<file path="src/rtl/spatz_boot_sequencer.sv">
// spatz_boot_sequencer: waits a settle time, writes the entry point to boot-control over reqrsp, then pulses debug_req to wake all cores
module spatz_boot_sequencer #(
   parameter int unsigned AddrWidth = 48,
   parameter int unsigned DataWidth = 64,
   parameter int unsigned NumCores = 2,
   parameter logic [AddrWidth-1:0] BootCtrlAddr = '0,
   parameter int unsigned WaitCycles = 1000,
   parameter int unsigned PulseCycles = 1,
   parameter int unsigned MaxRetries = 2,
   parameter int unsigned RespTimeout = 4096
) (
   input  logic                   clk_i,
   input  logic                   rst_i,
   input  logic                   start_i,
   input  logic [31:0]            entry_point_i,
   output logic [AddrWidth-1:0]   q_addr_o,
   output logic [DataWidth-1:0]   q_data_o,
   output logic [DataWidth/8-1:0] q_strb_o,
   output logic                   q_write_o,
   output logic                   q_valid_o,
   input  logic                   q_ready_i,
   input  logic                   p_error_i,
   input  logic                   p_valid_i,
   output logic                   p_ready_o,
   output logic [NumCores-1:0]    debug_req_o,
   output logic                   busy_o,
   output logic                   done_o,
   output logic                   error_o
);
   localparam int unsigned M0 = WaitCycles > PulseCycles ? WaitCycles : PulseCycles;
   localparam int unsigned CntMax = M0 > RespTimeout ? M0 : RespTimeout;
   localparam int unsigned CntW = $clog2(CntMax + 1);
   localparam int unsigned RetW = MaxRetries > 0 ? $clog2(MaxRetries + 1) : 1;
   localparam logic [CntW-1:0] WaitLast = CntW'(WaitCycles - 1);
   localparam logic [CntW-1:0] PulseLast = CntW'(PulseCycles - 1);
   localparam logic [CntW-1:0] ToLast = CntW'(RespTimeout - 1);
   localparam logic [RetW-1:0] RetMax = RetW'(MaxRetries);
   typedef enum logic [2:0] {IDLE, WAIT, REQ, RESP, WAKE, DONE, ERR} state_e;
   state_e state_q, state_d;
   logic [CntW-1:0] cnt_q, cnt_d, tick;
   logic [RetW-1:0] ret_q, ret_d;
   logic [31:0] entry_q, entry_d;
   logic to, req;
   assign tick = (RespTimeout != 0) ? cnt_q + 1'b1 : cnt_q;
   assign to = (RespTimeout != 0) && (cnt_q >= ToLast);
   always_comb begin
      state_d = state_q;
      cnt_d = cnt_q;
      ret_d = ret_q;
      entry_d = entry_q;
      case (state_q)
         IDLE, DONE, ERR: if (start_i) begin
            entry_d = entry_point_i;
            ret_d = '0;
            cnt_d = '0;
            state_d = |entry_point_i[1:0] ? ERR : (WaitCycles == 0 ? REQ : WAIT);
         end
         WAIT: begin
            cnt_d = cnt_q + 1'b1;
            if (cnt_q == WaitLast) begin
               cnt_d = '0;
               state_d = REQ;
            end
         end
         REQ: begin
            cnt_d = tick;
            state_d = q_ready_i ? RESP : (to ? ERR : REQ);
         end
         RESP: begin
            cnt_d = tick;
            if (p_valid_i) begin
               cnt_d = '0;
               if (!p_error_i) state_d = WAKE;
               else if (ret_q < RetMax) begin
                  ret_d = ret_q + 1'b1;
                  state_d = REQ;
               end else state_d = ERR;
            end else if (to) state_d = ERR;
         end
         WAKE: begin
            cnt_d = cnt_q + 1'b1;
            if (cnt_q == PulseLast) begin
               cnt_d = '0;
               state_d = DONE;
            end
         end
         default: state_d = IDLE;
      endcase
   end
   always_ff @(posedge clk_i) begin
      if (rst_i) begin
         state_q <= IDLE;
         cnt_q <= '0;
         ret_q <= '0;
         entry_q <= '0;
      end else begin
         state_q <= state_d;
         cnt_q <= cnt_d;
         ret_q <= ret_d;
         entry_q <= entry_d;
      end
   end
   assign req = state_q == REQ;
   assign q_valid_o = req && !rst_i;
   assign q_write_o = req;
   assign q_addr_o = req ? BootCtrlAddr : '0;
   assign q_data_o = req ? DataWidth'(entry_q) : '0;
   assign q_strb_o = {(DataWidth/8){req}};
   assign p_ready_o = state_q == RESP;
   assign debug_req_o = {NumCores{state_q == WAKE}};
   assign busy_o = state_q inside {WAIT, REQ, RESP, WAKE};
   assign done_o = state_q == DONE;
   assign error_o = state_q == ERR;
endmodule

</file>
<file path="config.mk">
export PLATFORM = sky130hd
export DESIGN_NAME = spatz_boot_sequencer
export DESIGN_NICKNAME = d
export VERILOG_FILES = /design/src/rtl/spatz_boot_sequencer.sv
export SDC_FILE = /design/constraint.sdc
export NUM_CORES = 1
export LEC_CHECK = 0
export CORE_MARGIN = 3
export CORE_UTILIZATION = 41
export CTS_CLUSTER_DIAMETER = 40
export CTS_CLUSTER_SIZE = 8
export DETAILED_ROUTE_END_ITERATION = 12
export PLACE_DENSITY = 0.82
export SLEW_MARGIN = 20
export SYNTH_ARGS = -nofsm -noshare
export SYNTH_HDL_FRONTEND = slang
export SYNTH_SLANG_ARGS = --single-unit
</file>
<file path="constraint.sdc">
create_clock -name clk_i -period 2.2 [get_ports clk_i]
set_input_delay 0.33 -clock clk_i [delete_from_list [all_inputs] [get_ports clk_i]]
set_output_delay 0.33 -clock clk_i [all_outputs]
set_load 0.005 [all_outputs]
</file>
# Word-level counts from Yosys, hierarchy flattened
# Cells that the tools add are included.
[totals]
input_bits = 38
ff_bits = 50
memories = 0
latchBits = 0
romBits = 0
elab_cells = 57
ram_bits = 0
out_inout_bits = 128
[classes]
n_div = 0
addsub = 2
n_shift = 0
mul = 0
n_lt_le_gt_ge = 2
muxes = 22
n_eq_ne = 14
n_bitwise = 0
reduce_logical = 13
[op_table]
columns = ["operator", "n"]
rows = [
  ["13-bit one-hot mux with 5 select lines", 1],
  ["13-bit 2-to-1 mux", 4],
  ["32-bit 2-to-1 mux", 1],
  ["3-bit 2-to-1 mux", 10],
  ["3-bit one-hot mux with 5 select lines", 1],
  ["13-bit by 1-bit adder with 13-bit output, second input constant", 1],
  ["13-bit by 10-bit == test with 1-bit output, second input constant", 1],
  ["13-bit by 12-bit >= comparator with 1-bit output, second input constant", 1],
  ["13-bit logical NOT", 1],
  ["3-bit == test, second input constant", 3],
  ["2-bit 2-to-1 mux", 4],
  ["2-bit inequality test, second input constant", 4],
  ["3-bit by 2-bit == test with 1-bit output, second input constant", 2],
  ["5-bit AND reduction", 1],
  ["5-bit nonzero test", 1],
  ["2-bit by 1-bit inequality test with 1-bit output, second input constant", 2],
  ["2-bit one-hot mux with 2 select lines", 1],
  ["2-bit AND reduction", 2],
  ["4-bit AND reduction", 1],
  ["4-bit nonzero test", 1],
  ["3-bit by 1-bit == test with 1-bit output, second input constant", 1],
  ["3-bit logical NOT", 1],
  ["3-bit by 2-bit inequality test with 1-bit output, second input constant", 1],
  ["3-bit OR reduction", 1],
  ["other kinds (6)", 6],
]

# Longest topological paths before layout
[depth]
word_depth = 5
depth_mapped = 8
depth_no_buf = 7

# Worst setup path before layout
# OpenSTA, ideal clock, no wires.
[synth_path]
path_type = "register to register"
from = "reg cnt_q[0]"
to = "reg state_q[1]"
synth_period_minus_slack_ns = 1.915
arrival_ns = 1.794
path_stages_with_launch = 8
n_path_buf = 0
path_slack_ns = 0.285
required_ns = 2.079
setup_ns = 0.121
cell_sequence = "dfxtp_1 -> inv_1 -> ha_1 -> or4b_4 -> nor4_4 -> o22a_2 -> nand3_2 -> mux2_4"
[synth_between]
elab_chain_cells = 3
elab_cells_between_ends = 7
classes_between = "1 x order compare; 4 x eq/ne; 2 x reduce/logical"
[synth_lines]
columns = ["item", "line_no", "text"]
rows = [
  ["start, declared", "40", "logic [CntW-1:0] cnt_q, cnt_d, tick;"],
  ["start signal, assigned", "98", "cnt_q <= cnt_d;"],
  ["13-bit by 12-bit >= comparator with 1-bit output (tied with other cells)", "45", "assign to = (RespTimeout != 0) && (cnt_q >= ToLast);"],
  ["3-bit by 2-bit inequality test with 1-bit output (no line) (tied with other cells)", "--", ""],
  ["4-bit AND reduction (no line) (*)", "--", ""],
  ["end signal, assigned", "97", "state_q <= state_d;"],
  ["end, declared", "39", "state_e state_q, state_d;"],
]
# Every way passes the cells marked *; elsewhere a longest branch is shown, timed or not.
# A chain may end at the register's enable or synchronous reset.

# Worst setup path after layout
[layout_path]
from = "reg state_q[2]"
to = "out q_data_o[7]"
[layout_between]
elab_chain_cells = 2
[layout_lines]
columns = ["item", "line_no", "text"]
rows = [
  ["3-bit by 2-bit == test with 1-bit output", "103", "assign req = state_q == REQ;"],
  ["32-bit 2-to-1 mux", "107", "assign q_data_o = req ? DataWidth'(entry_q) : '0;"],
  ["end, declared", "17", "output logic [DataWidth-1:0] q_data_o,"],
]
# Every way passes these cells.

==> results.ini <==
[run_status]
outcome = finished, final reports clean

[place]
post-place-ws_ns = 0.0109
dpl.hpwl_mm = 5.85
gp_congestion = 0.867
postPlaceCellArea_mm2 = 0.00392
numPortBuffers = 85
dp_cells = 592

[cells_and_area]
fin_area_mm2 = 0.00413
final_cell_count_no_fill = 606
final_util_pct = 55.1
antenna_cells = 0
nets = 546
area_growth_pct = 25.8
layout-drive-gt1-share_pct = 9.86

[worst_setup_path]
cp_max_fo = 6
worstPathCellList = nor3b_4 > buf_4 > buf_4 > and2_1 > clkdlybuf4s50_1
crit_slowest_cell = clkdlybuf4s50_1
worst_setup_path_end_kind = output pin
critPathLaunchType = register
worstSetupPathType = reg2out
max_stage_delay_ns = 0.51
critPathArrivalTime_ns = 1.83
cp_top_family = buffers and inverters
cp.required_ns = 1.87
path_buf_inv = 3
crit_top_cell = buf_4

[sta]
fmax_mhz = 462
whs_ns = 0.453
fin_tns_setup_ns = 0
drv_slew = 0
finalCritPeriodShare_pct = 98.3
setup_violations = 0
hold_viol_final = 0
period_needed_ns = 2.16
setup_slack_ns = 0.0365
finClkSkew_ns = 0.00625

[clock_tree]
htree_num_levels = 2
cts_made_buffers = 5
clkLatencyLatePin_ns = 0.30
clock_path_buffers = 2
cts_tree = built
clk_pin_slew_worst_paths_ns = 0.09
clock_sinks = 50
root_buffer = clkbuf_8
hold_buffers = 0

[route]
via_per_inst = 4.62
totalWireLength_mm = 7.69
post_drt_wl_per_cell_um = 12.7
vias = 2799
drt_pass1_iterations = 5
drtAntennaViolNets = 0
drt_iter0_markers = 135
remaining_drc_errors = 0

[logic_synthesis]
ys_ff_latch = 50
ys.flop_type = dfxtp_1
synth_edf_count = 0
synth_warnings = 0
synthesis.area_mm2 = 0.00328
postSynthAreaPerCell_um2 = 7.77
yosysSeqAreaShare_pct = 30.5
async_reset_ff_share_pct = 0
synth_cell_type_count = 56
syn_inst = 422

[global_route]
grt_usage_pct = 15.6
antenna_found_initial = 0
grt_overflow = 0
grt_start_max_net_pins = 39
grt_pass1_vias = 2397
grt_pass1_wl_mm = 11.3

[power]
leakage_nw = 1.70
finalPower_mw = 3.79
pwr_density_cell_mw_per_mm2 = 919
vdd_ir_drop_max_mv = 0.454

[floorplan]
coreArea_mm2 = 0.00749
dieArea_mm2 = 0.00911
chipWidth_um = 95.4
rows = 31
initial_utilization_pct = 43.8
fp.dieH_um = 95.4
ios = 166

[run]
maxCapViolCount = 0

[worst_hold_path]
holdCritPathClass = reg2reg

## placed cells by master, fill, tap and decap left out, types with 2 or more instances in the layout
| cell type | Yosys | routed |
|---|---|---|
| dfxtp_4 | 0 | 2 |
| and2_1 | 37 | 37 |
| clkdlybuf4s50_1 | 0 | 84 |
| nor2_1 | 18 | 18 |
| a2111oi_1 | 5 | 5 |
| o211ai_1 | 2 | 2 |
| a21oi_1 | 35 | 35 |
| nand2_1 | 78 | 78 |
| buf_4 | 89 | 18 |
| ha_1 | 2 | 2 |
| a211oi_1 | 2 | 2 |
| a22oi_1 | 2 | 2 |
| and3_1 | 2 | 2 |
| o21ai_0 | 4 | 4 |
| clkbuf_8 | 2 | 5 |
| nor4_2 | 2 | 2 |
| conb_1 | 1 | 80 |
| nand4_1 | 4 | 4 |
| a31oi_1 | 4 | 4 |
| dfxtp_1 | 50 | 48 |
| xnor2_1 | 9 | 9 |
| inv_1 | 11 | 11 |
| nand3b_1 | 3 | 3 |
| nand3_1 | 11 | 11 |
## repair_timing
| item | CTS | global route |
|---|---|---|
| cloned | 0 | 1 |
| setup endpoints to repair | 37 | 35 |
| gates resized for setup | 3 | 5 |
| buffers inserted | 0 | 5 |
| pin swaps | 0 | 1 |
## logic make-up after synthesis
family | synth area share, %
AO/OA/AOI/OAI | 13.5
XOR/XNOR | 2.67
adder cells (fa/ha/maj) | 1.41
buffers and inverters | 24.7
flip-flops | 30.5
multiplexers | 0.763
other | 0.114
AND/OR/NAND/NOR | 26.2
## state kept, by name, indices dropped and copies added (netlist names)
name and count:
ret_q 2, entry_q 32, state_q 3, cnt_q 13
## worst min-delay path, cell delays in order (launching register included)
cell     delay [ns]
dfxtp_1        0.31
nand2_1        0.05
a21oi_1        0.05
## report_power, final
group / switching [mW] / internal [mW]
logic: 1.01 / 0.939
clock network: 0.323 / 0.345
registers: 0.0981 / 1.08
## area by class of cell
type	instances	area [um2]
Fill cell	709	3360
Timing Repair Buffer	106	1040
Clock inverter	3	47.5
Clock buffer	5	68.8
Inverter	12	45.0
Multi-Input combinational cell	331	1790
Tap cell	99	124
Sequential cell	50	1010
## worst paths after layout
check / to / cells past startpoint / slack (ns) / start
worst max register to register: state_q[1] / 7 / 0.11 / cnt_q[0]
worst min-delay path: entry_q[31] / 2 / 0.45 / entry_q[31]
worst max-delay path: q_data_o[7] / 5 / 0.04 / state_q[2]
worst min register to register: entry_q[31] / 2 / 0.45 / entry_q[31]
## cell usage after synthesis (all sizes together) (2+ instances only)
master	count	area share, %
or3	2	0.42
o221ai	2	0.72
a21oi	35	5.3
o21bai	2	0.57
a31oi	4	0.76
maj3	2	0.65
and2	37	7.1
buf	90	21
dfxtp	50	31
a211oi	2	0.46
inv	12	1.4
nand2	78	8.9
clkbuf	17	2.6
a22oi	2	0.46
nor3	2	0.31
o21ai	6	1.3
ha	2	0.76
and3	3	0.61
o211ai	2	0.46
nor4	3	1.4
a2111oi	5	1.5
nand4	4	0.76
nand3	12	2.0
nor2	19	2.4
xnor2	9	2.4
nand3b	3	0.69
## metal layers
| metal | global-route usage, % | vias to the layer above | share of wire [%] |
|---|---|---|---|
| met4 | 4.86 | 0 | 1.6 |
| met5 | 0 | - | 0 |
| met1 | 19.4 | 1273 | 41 |
| li1 | - | 1391 | - |
| met3 | 3.31 | 11 | 8.7 |
| met2 | 26.9 | 124 | 48 |
(Power assumes the default switching activity.)
